`src/rtl/sd_match_logger_if.sv`:
```
`default_nettype none
// ============================================================================
// Module      : sd_match_logger_if
// Description : Bundle of the match input, flush control, FIFO read port and
//               status outputs of sd_match_logger. The master side drives op,
//               clear and rd_ready; the slave side (the logger) drives the
//               read data and status.
// Revision    : 1.0 - initial release
// ============================================================================
interface sd_match_logger_if #(
    parameter int DEPTH = 8,
    parameter int TS_W  = 16,
    parameter int CNT_W = 8
);
    localparam int c_lvl_w = $clog2(DEPTH) + 1;

    logic               op;
    logic               clear;
    logic               rd_ready;
    logic               rd_valid;
    logic [TS_W-1:0]    rd_data;
    logic [CNT_W-1:0]   match_count;
    logic               overflow;
    logic [c_lvl_w-1:0] fifo_level;

    modport master (
        output op, clear, rd_ready,
        input  rd_valid, rd_data, match_count, overflow, fifo_level
    );

    modport slave (
        input  op, clear, rd_ready,
        output rd_valid, rd_data, match_count, overflow, fifo_level
    );
endinterface
`default_nettype wire

```
`src/rtl/sd_match_logger.sv`:
```
`default_nettype none
// ============================================================================
// Module      : sd_match_logger
// Description : Timestamps every cycle the detector's match pulse is high
//               against a free-running wrapping counter and queues the stamps
//               in a show-ahead FIFO drained through a valid/ready port.
//               Also keeps a saturating match count and a sticky overflow
//               flag. Optional macro SD_LOG_DROP_OLDEST_EN: when defined, a
//               push into a full FIFO without a same-cycle pop evicts the
//               oldest entry; otherwise the new event is discarded.
// Revision    : 1.0 - initial release
// ============================================================================
module sd_match_logger #(
    parameter int DEPTH = 8,
    parameter int TS_W  = 16,
    parameter int CNT_W = 8
) (
    input  wire                  clk,
    input  wire                  areset,
    sd_match_logger_if.slave     bus
);
    localparam int c_ptr_w = $clog2(DEPTH);
    localparam int c_lvl_w = c_ptr_w + 1;
    localparam logic [c_lvl_w-1:0] c_full    = c_lvl_w'(DEPTH);
    localparam logic [c_lvl_w-1:0] c_lvl_one = c_lvl_w'(1);
    localparam logic [c_ptr_w-1:0] c_ptr_one = c_ptr_w'(1);
    localparam logic [CNT_W-1:0]   c_cnt_max = {CNT_W{1'b1}};
    localparam logic [CNT_W-1:0]   c_cnt_one = CNT_W'(1);
    localparam logic [TS_W-1:0]    c_ts_one  = TS_W'(1);

    logic [TS_W-1:0]    r_mem [DEPTH];
    logic [c_ptr_w-1:0] r_rd_ptr;
    logic [c_ptr_w-1:0] r_wr_ptr;
    logic [c_lvl_w-1:0] r_level;
    logic [TS_W-1:0]    r_ts;
    logic [CNT_W-1:0]   r_cnt;
    logic               r_ovf;

    logic w_push;
    logic w_pop;
    logic w_full;
    logic w_empty;
    logic w_ovf_evt;
    logic w_write;
    logic w_drop;
    logic w_adv_rd;
    logic w_inc;
    logic w_dec;

    // A clear cycle swallows both the event and any read request.
    assign w_empty   = (r_level == '0);
    assign w_full    = (r_level == c_full);
    assign w_push    = bus.op & ~bus.clear;
    assign w_pop     = ~w_empty & bus.rd_ready & ~bus.clear;
    // A same-cycle pop frees a slot, so only a push without pop can overflow.
    assign w_ovf_evt = w_push & w_full & ~w_pop;

`ifdef SD_LOG_DROP_OLDEST_EN
    // Overflowing push still writes; the head is evicted to make room.
    assign w_write = w_push;
    assign w_drop  = w_ovf_evt;
`else
    // Overflowing push is discarded; FIFO contents stay untouched.
    assign w_write = w_push & ~w_ovf_evt;
    assign w_drop  = 1'b0;
`endif

    assign w_adv_rd = w_pop | w_drop;
    // Evictions always coincide with a write, so they never change the level.
    assign w_inc    = w_write & ~w_adv_rd;
    assign w_dec    = w_adv_rd & ~w_write;

    assign bus.rd_valid    = ~w_empty;
    assign bus.rd_data     = r_mem[r_rd_ptr];
    assign bus.match_count = r_cnt;
    assign bus.overflow    = r_ovf;
    assign bus.fifo_level  = r_level;

    // Storage array; contents are meaningless until written, so no reset.
    always_ff @(posedge clk) begin
        if (w_write) begin
            r_mem[r_wr_ptr] <= r_ts;
        end
    end

    // Pointers and occupancy; pointer widths make wrap-around implicit.
    always_ff @(posedge clk or posedge areset) begin
        if (areset) begin
            r_rd_ptr <= '0;
            r_wr_ptr <= '0;
            r_level  <= '0;
        end else if (bus.clear) begin
            r_rd_ptr <= '0;
            r_wr_ptr <= '0;
            r_level  <= '0;
        end else begin
            if (w_write) begin
                r_wr_ptr <= r_wr_ptr + c_ptr_one;
            end
            if (w_adv_rd) begin
                r_rd_ptr <= r_rd_ptr + c_ptr_one;
            end
            if (w_inc) begin
                r_level <= r_level + c_lvl_one;
            end else if (w_dec) begin
                r_level <= r_level - c_lvl_one;
            end
        end
    end

    // Free-running timestamp; the value held before an edge is what gets logged.
    always_ff @(posedge clk or posedge areset) begin
        if (areset) begin
            r_ts <= '0;
        end else if (bus.clear) begin
            r_ts <= '0;
        end else begin
            r_ts <= r_ts + c_ts_one;
        end
    end

    // Saturating event count and sticky overflow, both counting dropped events.
    always_ff @(posedge clk or posedge areset) begin
        if (areset) begin
            r_cnt <= '0;
            r_ovf <= 1'b0;
        end else if (bus.clear) begin
            r_cnt <= '0;
            r_ovf <= 1'b0;
        end else begin
            if (w_push && (r_cnt != c_cnt_max)) begin
                r_cnt <= r_cnt + c_cnt_one;
            end
            if (w_ovf_evt) begin
                r_ovf <= 1'b1;
            end
        end
    end
endmodule
`default_nettype wire

```
`src/flat_wrapper.sv`:
```
// flat-port wrapper written by rule: the top's interface ports become plain ports
module sd_match_logger_flat 
#(
    parameter int DEPTH = 8,
    parameter int TS_W  = 16,
    parameter int CNT_W = 8
)
  (clk, areset, bus_op, bus_clear, bus_rd_ready, bus_rd_valid, bus_rd_data, bus_match_count, bus_overflow, bus_fifo_level);
  sd_match_logger_if #(.DEPTH(DEPTH), .TS_W(TS_W), .CNT_W(CNT_W)) bus_i ();
  input  wire clk;
  input  wire areset;
  input wire logic [$bits(bus_i.op)-1:0] bus_op;
  input wire logic [$bits(bus_i.clear)-1:0] bus_clear;
  input wire logic [$bits(bus_i.rd_ready)-1:0] bus_rd_ready;
  output wire logic [$bits(bus_i.rd_valid)-1:0] bus_rd_valid;
  output wire logic [$bits(bus_i.rd_data)-1:0] bus_rd_data;
  output wire logic [$bits(bus_i.match_count)-1:0] bus_match_count;
  output wire logic [$bits(bus_i.overflow)-1:0] bus_overflow;
  output wire logic [$bits(bus_i.fifo_level)-1:0] bus_fifo_level;
  assign bus_i.op = bus_op;
  assign bus_i.clear = bus_clear;
  assign bus_i.rd_ready = bus_rd_ready;
  assign bus_rd_valid = bus_i.rd_valid;
  assign bus_rd_data = bus_i.rd_data;
  assign bus_match_count = bus_i.match_count;
  assign bus_overflow = bus_i.overflow;
  assign bus_fifo_level = bus_i.fifo_level;
  sd_match_logger #(.DEPTH(DEPTH), .TS_W(TS_W), .CNT_W(CNT_W)) u_core (.clk(clk), .areset(areset), .bus(bus_i));
endmodule
```
`config.mk`:
```
export PLATFORM = sky130hd
export DESIGN_NAME = sd_match_logger_flat
export DESIGN_NICKNAME = d
export VERILOG_FILES = /design/src/rtl/sd_match_logger_if.sv /design/src/rtl/sd_match_logger.sv /design/src/flat_wrapper.sv
export SDC_FILE = /design/constraint.sdc
export NUM_CORES = 1
export LEC_CHECK = 0
export CORE_MARGIN = 1
export CORE_UTILIZATION = 55
export CTS_BUF_LIST = sky130_fd_sc_hd__clkbuf_4
export CTS_CLUSTER_SIZE = 30
export DETAILED_ROUTE_END_ITERATION = 10
export MAX_ROUTING_LAYER = met4
export PLACE_DENSITY = 0.75
export SYNTH_ARGS = -nofsm -noshare
export SYNTH_HDL_FRONTEND = slang
export SYNTH_SLANG_ARGS = --single-unit
```
`constraint.sdc`:
```
create_clock -name clk -period 4 [get_ports clk]
set_input_delay 0.4 -clock clk [delete_from_list [all_inputs] [get_ports clk]]
set_output_delay 0.4 -clock clk [all_outputs]
set_load 0.05 [all_outputs]
```
==> summary.md, run 1 <==
| Metric | Value |
|---|---|
| Status | completed |
| CP max-delay cell | clkdlybuf4s50_1 |
| Post CTS Setup Buffer Count | 0 |
| Root buf cell | clkbuf_4 |
| Share of layout cells above drive strength 1 | 0.236 |
| Initial Utilization | 0.564 |
| # rows | 40 |
| DIE WIDTH | between 100 and 150 um |
| CTS tree | done |
| Overall power | 0.00415 W |
| Fin nets | 453 |
| RSZ-0062 raised after global routing | false |
| Final Cell Area | approximately 7600 um2 |
| Antenna Nets Post-Route | 0 |
| Mapped Area | 6750 um2 |
| CTS Buf Count | 17 |
| Met3 wire len | roughly 510 um |
| Met2 Wirelength | 5860 um |
| Routed WL | ~12000 um |
| Sequential Power Share | 0.470 |
| Vias in the first global route | approximately 3700 |
| Switching share of power | 0.319 |
| Largest net degree at the start of global routing | 41 |
| Fmax | 314 MHz |
| NetSw | between 0.001 and 0.0015 W |
| Synth unique cells | 48 |
| Post-cts resize count | 0 |
| First-pass GRT wire length | between 15000 and 20000 um |
| Port Buffers | 34 |
| ANT cells | 0 |
| Ys Warns | 0 |
| Via count | roughly 3600 |
| Clock sink count | 163 |
| EDFF count, synth | about 130 |
| Critical Path AT | between 2 and 3 ns |
| Initial DRT Pass Iterations | 6 |
| Syn_nets | 402 |
| Clock Path Buffers | 2 |
| Ranking of synthesized cells by area | edfxtp_1, dfrtp_1, mux4_2 |
| Main flop type after synthesis | edfxtp_1 |
| Hpwl dp | just over 7000 um |
| Global placer's final weighted congestion | 0.847 |
| Worst-skew pair later-pin latency | 0.53 ns |
| M1 WL | 5380 um |
| Max cap viols | 0 |
| Worst path max stage delay | 0.70 ns |
| Initial drt markers | 219 |
| Max Used Layer | met4 |
| Synth top cells by count | edfxtp_1, dfrtp_1, mux4_2, nor2_1, mux2_2 |
| Die area | 12700 um2 |
| Worst Path Required | 3.60 ns |
| Leak | 2.61 nW |
| Max_slew headroom | 0.363 |
| Crit Path Max Fanout | 32 |
| Critical Path Source Type | flip-flop |
| Grt ovf | 0 |
| Post-Syn Area per Cell | 17.3 um2 |
| Combinational share of power | 0.315 |
| Residual DRC count | 0 |
| Power share of the clock group | 0.215 |
| Synth-to-Final Area Change | 12.9% |
| Async SR Flop Fraction | 0.215 |
| Post-layout util | 0.637 |
| DR vias/cell | 5.92 |
| Pwr/cell area | 545 nW/um2 |
| Post-Syn Instances | 390 |
| Hold Fails Final Rpt | 0 |
| Max Clock Skew | between 0.01 and 0.015 ns |
| Hold_ws | 0.265 ns |
| Setup Viol. Count Final | 0 |
| #FFs+latches synth | around 160 |
| CP startpoint | u_core.r_rd_ptr[0] |
| WL per Instance | about 20 um |
| Area after DPL | 7360 um2 |
| I/O pin count | 35 |
| Top-count cell post-synth | edfxtp_1 |
| Pins Over Slew Limit | 0 |
| Die H | 113 um |
| Crit. End Element | output pin |
| CORE AREA | 12000 um2 |
| Worst R2R Start | u_core.bus.fifo_level[3] |
| Fin crit period | around 3.2 ns |
| Register area share after synthesis | 0.700 |
| Fin crit share | 0.797 |
| Synth top area share | 0.570 |
| Synth area leader | edfxtp_1 |
| Int Power | 0.00282 W |
| VDD IR-drop max | 0.355 mV |
| Worst hold path class | in2async |
| CTS clk-pin slew, worst paths | around 0.12 ns |
| Worst path cell trace | buf_12 -> mux4_2 -> mux2_2 -> clkdlybuf4s50_1 |
| Post-route setup TNS | 0 ns |
| CTS Hold Bufs | 0 |
| Initial antenna violation count | 0 |
| Tightest Pin Transition | 0.955 ns |
| Total track usage | 0.218 |
| H-Tree Depth | 4 |
| Setup CP Type | reg2out |
area by class of cell:
type / instances / area, um2
multi-input cells: 205 / 1970
well taps: 147 / 184
clock buffers: 19 / 143
fillers: 851 / 4350
inverters: 5 / 18.8
clock inverters: 13 / 116
repair buffers: 49 / 465
flip-flops and latches: 163 / 4720
layout by cell type (no fill, tap or decap), drive strengths merged, types with 2 or more instances in the layout:
| cell type | count |
|---|---|
| a21oi | 9 |
| o21ai | 3 |
| a21boi | 2 |
| xor2 | 10 |
| ha | 6 |
| o41ai | 2 |
| and3 | 6 |
| nand3 | 11 |
| o21a | 2 |
| edfxtp | 128 |
| nand2b | 2 |
| nand2 | 15 |
| nor2b | 5 |
| inv | 6 |
| nand4 | 5 |
| mux2 | 19 |
| clkdlybuf4s50 | 34 |
| xnor2 | 8 |
| bufinv | 2 |
| clkinvlp | 2 |
| mux2i | 4 |
| o31ai | 2 |
| clkinv | 8 |
| mux4 | 32 |
| or2 | 2 |
| nor2 | 31 |
| nor3 | 7 |
| clkbuf | 19 |
| or3 | 3 |
| nor4b | 2 |
| buf | 15 |
| nor4 | 3 |
| dfrtp | 35 |
critical path, delay by kind of cell, from the launching register on:
kind,cells,cell delay [ns]
buffers and inverters,2,0.99
multiplexers,2,0.85
flip-flops,1,0.43
kinds of logic after synthesis:
group           after synthesis  synth area share
flops                       163             0.700
fa+ha+maj                     7            0.0141
buf+inv                      22            0.0141
xor+xnor                     18            0.0234
simple gates                 95            0.0725
compound gates               30            0.0319
mux                          55             0.144
power groups by stage:
stage,clock [W],sequential (W),combinational (W)
finish,0.000891,0.00195,0.00131
global route,0.000974,0.00196,0.00139
CTS,0.000916,0.00195,0.00133
detailed placement,0,0.00198,0.00132
global placement,0,0.00198,0.00131
floorplan,0,0.00202,0.000940
path summary, 6_finish.rpt:
kind / slack, ns / cells past startpoint / end
worst max register to register: 1.41 / 9 / u_core.bus.fifo_level[3]
min in group clk: 0.53 / 2 / u_core.bus.overflow
worst min register to register: 0.53 / 2 / u_core.bus.overflow
worst min-delay path: 0.26 / 3 / u_core.bus.match_count[0]
worst max-delay path: 0.81 / 4 / bus_rd_data[12]
max in group asynchronous: 3.38 / 3 / u_core.r_rd_ptr[0]
sequential cells by signal, indices dropped and copies added, names as in the netlist:
name and cells:
u_core.bus.fifo_level 4, u_core.bus.match_count 8, u_core.bus.overflow 1, u_core.r_mem 128, u_core.r_rd_ptr 3, u_core.r_ts 16, u_core.r_wr_ptr 3
metal layers:
| layer | track usage | vias up |
|---|---|---|
| met2 | 0.329 | 106 |
| li1 | - | 1641 |
| met5 | - | - |
| met3 | 0.0493 | 24 |
| met1 | 0.287 | 1786 |
| met4 | 0.0987 | 0 |
metrics by stage:
stage / cells / worst slack (ns)
finish: 601 / 0.810
global route: 601 / 0.677
global placement: 569 / 1.11
CTS: 601 / 0.730
detailed placement: 569 / 1.02
floorplan: 390 / 0.686
Note: power is estimated with default switching activity, not from simulation.
==> run 2: changes to the inputs <==
--- a/config.mk
+++ b/config.mk
@@ -11,7 +11,7 @@
 export CTS_CLUSTER_SIZE = 30
 export DETAILED_ROUTE_END_ITERATION = 10
 export MAX_ROUTING_LAYER = met4
-export PLACE_DENSITY = 0.75
+export PLACE_DENSITY = 0.78
 export SYNTH_ARGS = -nofsm -noshare
 export SYNTH_HDL_FRONTEND = slang
 export SYNTH_SLANG_ARGS = --single-unit
==> constraint.sdc (replaced) <==
create_clock -name clk -period 2.8 [get_ports clk]
set_input_delay 0.28 -clock clk [delete_from_list [all_inputs] [get_ports clk]]
set_output_delay 0.28 -clock clk [all_outputs]
set_load 0.05 [all_outputs]
==> run 2 against run 1 <==
  * Worst hold slack got worse by 0.11 ns
  * Sequential power rose by 42%
  * Clock skew fell by 0.0017 ns
  * Sequential cell count did not move
  * Count of clock-buffer cells in the layout fell by 1
  * Critical endpoint is now bus_rd_valid
  * Highest routed layer unchanged
==> summary.md, run 2 (same netlist as run 1, synthesis figures left out) <==
| Metric | Value |
|---|---|
| WP buf/inv | 1 |
| Critical Path AT | approximately 2.3 ns |
| Initial Utilization | 0.564 |
| Port Buffers | 34 |
| CP max-delay cell | clkdlybuf4s50_1 |
| VDD IR-drop max | 0.592 mV |
| FF+latch area | 4720 um2 |
| Largest net degree at the start of global routing | 41 |
| Max_slew headroom | 0.499 |
| Setup ws final | 0.191 ns |
| Setup CP Type | reg2out |
| CP startpoint | u_core.bus.fifo_level[0] |
| Grt ovf | 0 |
| Share of layout cells above drive strength 1 | 0.282 |
| Setup Viol. Count Final | 0 |
| Worst path max stage delay | ~0.73 ns |
| Die area | 12700 um2 |
| H-Tree Depth | 4 |
| WL per Instance | 20.0 um |
| CORE AREA | 12000 um2 |
| ANT cells | 0 |
| Status | completed |
| DR vias/cell | 5.94 |
| Worst path cell trace | nor3_2 -> nand2b_1 -> clkdlybuf4s50_1 |
| Via count | roughly 3600 |
| Routed WL | 12100 um |
| NetSw | 0.00192 W |
| Post-cts resize count | 0 |
| Worst hold path class | in2async |
| Pwr/cell area | ~800 nW/um2 |
| Post-layout util | 0.639 |
| Clock Path Buffers | 2 |
| R2R Setup Slk | 0.20 ns |
| First-pass GRT wire length | approximately 19000 um |
| Antenna Nets Post-Route | 0 |
| Max Clock Skew | ~0.013 ns |
| Tightest Pin Transition | 0.751 ns |
| Post CTS Setup Buffer Count | 0 |
| Fill cells | 833 |
| Vias in the first global route | 3683 |
| Crit-path leading delay family | buffers and inverters |
| Commonest cells after routing, fill and taps aside | edfxtp_1, buf_4, dfrtp_1 |
| CTS Hold Bufs | 0 |
| DIE WIDTH | roughly 110 um |
| Fmax | ~380 MHz |
| Pins Over Slew Limit | 0 |
| Overall power | ~0.0061 W |
| Leak | 2.65 nW |
| Reg-to-Reg End | u_core.bus.fifo_level[3] |
| Total stage count of the critical path | 3 |
| RSZ-0062 raised after global routing | false |
| Fin crit period | about 2.6 ns |
| Post-route setup TNS | 0 ns |
| Fin crit share | 0.932 |
| Initial antenna violation count | 0 |
| Crit Path Max Fanout | 8 |
| Max cap viols | 0 |
| Placed Cells incl. Taps | 572 |
| Worst-skew pair later-pin latency | 0.54 ns |
| Finished Layout Cells | 604 |
| Int Power | ~0.0042 W |
| Reg with most FFs | u_core.r_mem |
| Total track usage | 0.213 |
| Post-Place Setup Slack | 0.112 ns |
| Hold Fails Final Rpt | 0 |
| Worst Path Required | approximately 2.5 ns |
| Max reg flops | 128 |
| Initial drt markers | approximately 320 |
| Worst r2r path cells | 7 |
| I/O pin count | 35 |
| CTS tree | done |
| Clock sink count | 163 |
| Residual DRC count | 0 |
| Crit. End Element | output pin |
| Combinational share of power | 0.300 |
| CTS Buf Count | 17 |
| Area of the multi-input gates | 1970 um2 |
| Critical Path Source Type | flip-flop |
| Fin nets | 456 |
| Die H | around 110 um |
| Worst R2R Start | u_core.bus.fifo_level[0] |
| Switching share of power | 0.315 |
| Sequential Power Share | 0.455 |
| Global placer's final weighted congestion | 0.810 |
| Synth-to-Final Area Change | 13.4% |
| CTS clk-pin slew, worst paths | 0.13 ns |
| Most common cell after layout, fill and taps aside | edfxtp_1 |
| # rows | 40 |
| Hpwl dp | ~7200 um |
| Power share of the clock group | 0.245 |
| Initial DRT Pass Iterations | 4 |
| Root buf cell | clkbuf_4 |
run 2: changes by cell type in the layout (fill, tap and decap cells not counted):
cell | previous run | this run
bufinv_16 | 2 | 4
clkdlybuf4s50_1 | 34 | 18
clkinvlp_4 | 2 | 5
buf_12 | 1 | 0
clkinv_1 | 6 | 3
clkinv_4 | 0 | 1
clkinv_2 | 2 | 0
clkbuf_4 | 19 | 18
buf_4 | 14 | 34
run 2: layer usage:
layer  track usage  vias to the layer above  wire [um]
li1              -                     1646          -
met1         0.279                     1818       5360
met2         0.326                       98       5900
met3        0.0450                       28        498
met4        0.0960                        0        317
met5             -                        -          0
run 2: through the flow:
stage               hold slack (ns)  instance area, um2
global route                  0.188                7650
floorplan                     0.433                6750
detailed placement            0.494                7330
global placement              0.505                7330
CTS                           0.152                7650
finish                        0.154                7650
run 2: power groups by stage:
stage                     clock network (W)  registers, W  logic, W
after detailed placement                  0       0.00282   0.00185
after global routing                0.00162       0.00279   0.00194
after floorplan                           0       0.00289   0.00134
after global placement                    0       0.00281   0.00183
after CTS                           0.00152       0.00277   0.00186
final                               0.00149       0.00277   0.00183
run 2: worst max path at each step:
stage | to | slack, ns
after floorplan | u_core.r_mem[1][0] | -0.51
after global placement | u_core.bus.fifo_level[3] | 0.21
after detailed placement | u_core.bus.fifo_level[3] | 0.11
after CTS | bus_rd_valid | 0.13
after global routing | bus_rd_valid | 0.004
final | bus_rd_valid | 0.19
run 2: layout make-up:
type,instances,share of cell area
Clock buffer,18,0.0177
Timing Repair Buffer,52,0.0569
Clock inverter,14,0.0244
Tap cell,147,0.0241
Inverter,5,0.00245
Multi-Input combinational cell,205,0.257
Sequential cell,163,0.617
run 2: worst register-to-register path: stages (launching register included):
cell,delay [ns]
dfrtp_1,0.50
o41a_1,0.53
or3_1,0.37
ha_1,0.34
a21oi_1,0.31
nand3_1,0.12
a32oi_1,0.23
a21oi_1,0.09
==> run 3: changes to the inputs <==
--- a/config.mk
+++ b/config.mk
@@ -6,12 +6,13 @@
 export NUM_CORES = 1
 export LEC_CHECK = 0
 export CORE_MARGIN = 1
-export CORE_UTILIZATION = 55
+export CORE_UTILIZATION = 56
 export CTS_BUF_LIST = sky130_fd_sc_hd__clkbuf_4
 export CTS_CLUSTER_SIZE = 30
 export DETAILED_ROUTE_END_ITERATION = 10
 export MAX_ROUTING_LAYER = met4
-export PLACE_DENSITY = 0.78
+export PLACE_DENSITY = 0.79
 export SYNTH_ARGS = -nofsm -noshare
 export SYNTH_HDL_FRONTEND = slang
 export SYNTH_SLANG_ARGS = --single-unit
+export TNS_END_PERCENT = 1
==> run 3 against run 2 <==
  * The run now ends with design-rule violations left
  * Register-to-register slack worse by 0.17 ns
  * Core utilization is 2.1 points higher
  * First-iteration DRC count is 19% lower
  * Clock skew is 0.0042 ns higher
  * Sequential power hardly changed
  * Sequential cell count stayed put
  * Cell count is 0.33% higher
  * Non-clock buffer count is 5 higher
  * Clock power is 12% lower
  * Critical endpoint is now u_core.bus.fifo_level[3]
  * Highest routed layer unchanged
==> summary.md, run 3 (same netlist as run 1, synthesis figures left out) <==
| Metric | Value |
|---|---|
| Status | finished with violations |
| Violated checks | design-rule violations |
| Tightest Pin Transition | 0.505 ns |
| Total track usage | 0.223 |
| Port Buffers | 34 |
| R2R Setup Slk | 0.03 ns |
| DIE WIDTH | 112 um |
| Max Clock Skew | 0.0174 ns |
| Worst Path Required | 3.26 ns |
| Crit. End Element | flip-flop |
| Share of layout cells above drive strength 1 | 0.290 |
| FF+latch area | 4720 um2 |
| Commonest cells after routing, fill and taps aside | edfxtp_1, buf_4, dfrtp_1 |
| Largest net degree at the start of global routing | 41 |
| Root buf cell | clkbuf_4 |
| Pins Over Slew Limit | 0 |
| Reg with most FFs | u_core.r_mem |
| Placed Cells incl. Taps | 572 |
| Fin nets | 461 |
| Fin crit share | 0.989 |
| Max_slew headroom | 0.659 |
| Routed WL | about 12000 um |
| Initial drt markers | 261 |
| Finished Layout Cells | a little over 600 |
| Critical Path AT | 3.23 ns |
| Residual DRC count | 3 |
| Worst-skew pair later-pin latency | 0.54 ns |
| Clock Path Buffers | 2 |
| Area of the multi-input gates | 1970 um2 |
| Critical Path End | u_core.bus.fifo_level[3] |
| CORE AREA | 11600 um2 |
| Initial antenna violation count | 1 |
| CTS clk-pin slew, worst paths | 0.12 ns |
| Crit Path Max Fanout | 6 |
| Worst r2r path cells | 7 |
| CTS Buf Count | 17 |
| Fill cells | between 700 and 800 |
| I/O pin count | 35 |
| H-Tree Depth | 4 |
| DR vias/cell | 5.93 |
| Initial Utilization | 0.583 |
| Initial DRT Pass Iterations | 7 |
| Clock sink count | 163 |
| Synth-to-Final Area Change | 13.2% |
| Fmax | around 360 MHz |
| Reg-to-Reg End | u_core.bus.fifo_level[3] |
| Critical Path Source Type | flip-flop |
| Die area | 12500 um2 |
| Setup CP Type | reg2reg |
| Hold Fails Final Rpt | 0 |
| Most common cell after layout, fill and taps aside | edfxtp_1 |
| Overall power | between 0.005 and 0.006 W |
| WL per Instance | 20.3 um |
| Post-layout util | 0.661 |
| Vias in the first global route | 3793 |
| # rows | 39 |
| Pwr/cell area | 778 nW/um2 |
| Setup Viol. Count Final | 0 |
| Hold_ws | between 0.4 and 0.5 ns |
| Via count | 3592 |
| Fin crit period | 2.77 ns |
| Worst R2R Start | u_core.bus.fifo_level[1] |
| Grt ovf | 0 |
| First-pass GRT wire length | 19700 um |
| Max cap viols | 0 |
| Max reg flops | 128 |
| Antenna Nets Post-Route | 0 |
| CP startpoint | u_core.bus.fifo_level[1] |
| WHS Path Cells | 3 |
| CTS tree | done |
| VDD IR-drop max | 0.521 mV |
| Hpwl dp | ~7500 um |
| Leak | 2.67 nW |
| Worst hold path class | in2reg |
| Global placer's final weighted congestion | 0.839 |
| Die H | approximately 110 um |
## run 3: stage by stage
| stage | worst slack (ns) | TNS (ns) | instance area [um2] |
|---|---|---|---|
| 6_report | 0.0306 | 0 | 7640 |
| 5_1_grt | -0.181 | -0.181 | 7640 |
| 4_1_cts | 0.105 | 0 | 7630 |
| 3_5_place_dp | 0.00676 | 0 | 7350 |
| 3_3_place_gp | 0.171 | 0 | 7350 |
| 2_1_floorplan | -0.514 | -28.88 | 6750 |
## run 3: cell type report
class                   count  share of cell area
clock inverters            11              0.0151
well taps                 143              0.0234
multi-input cells         205               0.258
inverters                   5             0.00246
diodes                      1            0.000328
clock buffers              21              0.0206
repair buffers             57              0.0622
flip-flops and latches    163               0.618
## run 3: routing by layer
layer	wire length, um	GRT usage	vias up
li1	-	-	1647
met1	5180	0.282	1819
met2	6300	0.355	117
met3	703	0.0528	9
met4	108	0.0829	0
met5	0	-	-
## run 3: power breakdown
part,switching (W),internal (W),leakage (nW),total (W)
Combinational,0.00108,0.000788,0.853,0.00187
Clock,0.000748,0.000562,0.150,0.00131
Sequential,0.0000803,0.00268,1.67,0.00276
## run 3: worst min-delay path by stage
stage	start	end	slack [ns]
global placement	u_core.bus.overflow	u_core.bus.overflow	0.51
CTS	bus_rd_ready	u_core.bus.fifo_level[3]	0.43
finish	bus_rd_ready	u_core.bus.fifo_level[3]	0.49
floorplan	areset	u_core.bus.fifo_level[0]	0.43
detailed placement	u_core.bus.overflow	u_core.bus.overflow	0.50
global route	bus_rd_ready	u_core.bus.fifo_level[3]	0.48
## run 3: worst max-delay path: stages, from the launching register on
cell and delay (ns):
dfrtp_2 0.48, o41a_1 0.52, or3_1 0.38, ha_1 0.33, a21o_1 0.21, a2111oi_1 0.48
o21ai_0 0.17, a21oi_1 0.14
## run 3: timing repair
item | CTS | global route
hold buffers | 1 | 0
gates resized for setup | 0 | 2
endpoints found under the hold margin | 8 | 0
buffers inserted | 0 | 0
endpoints found under the setup margin | 0 | 1
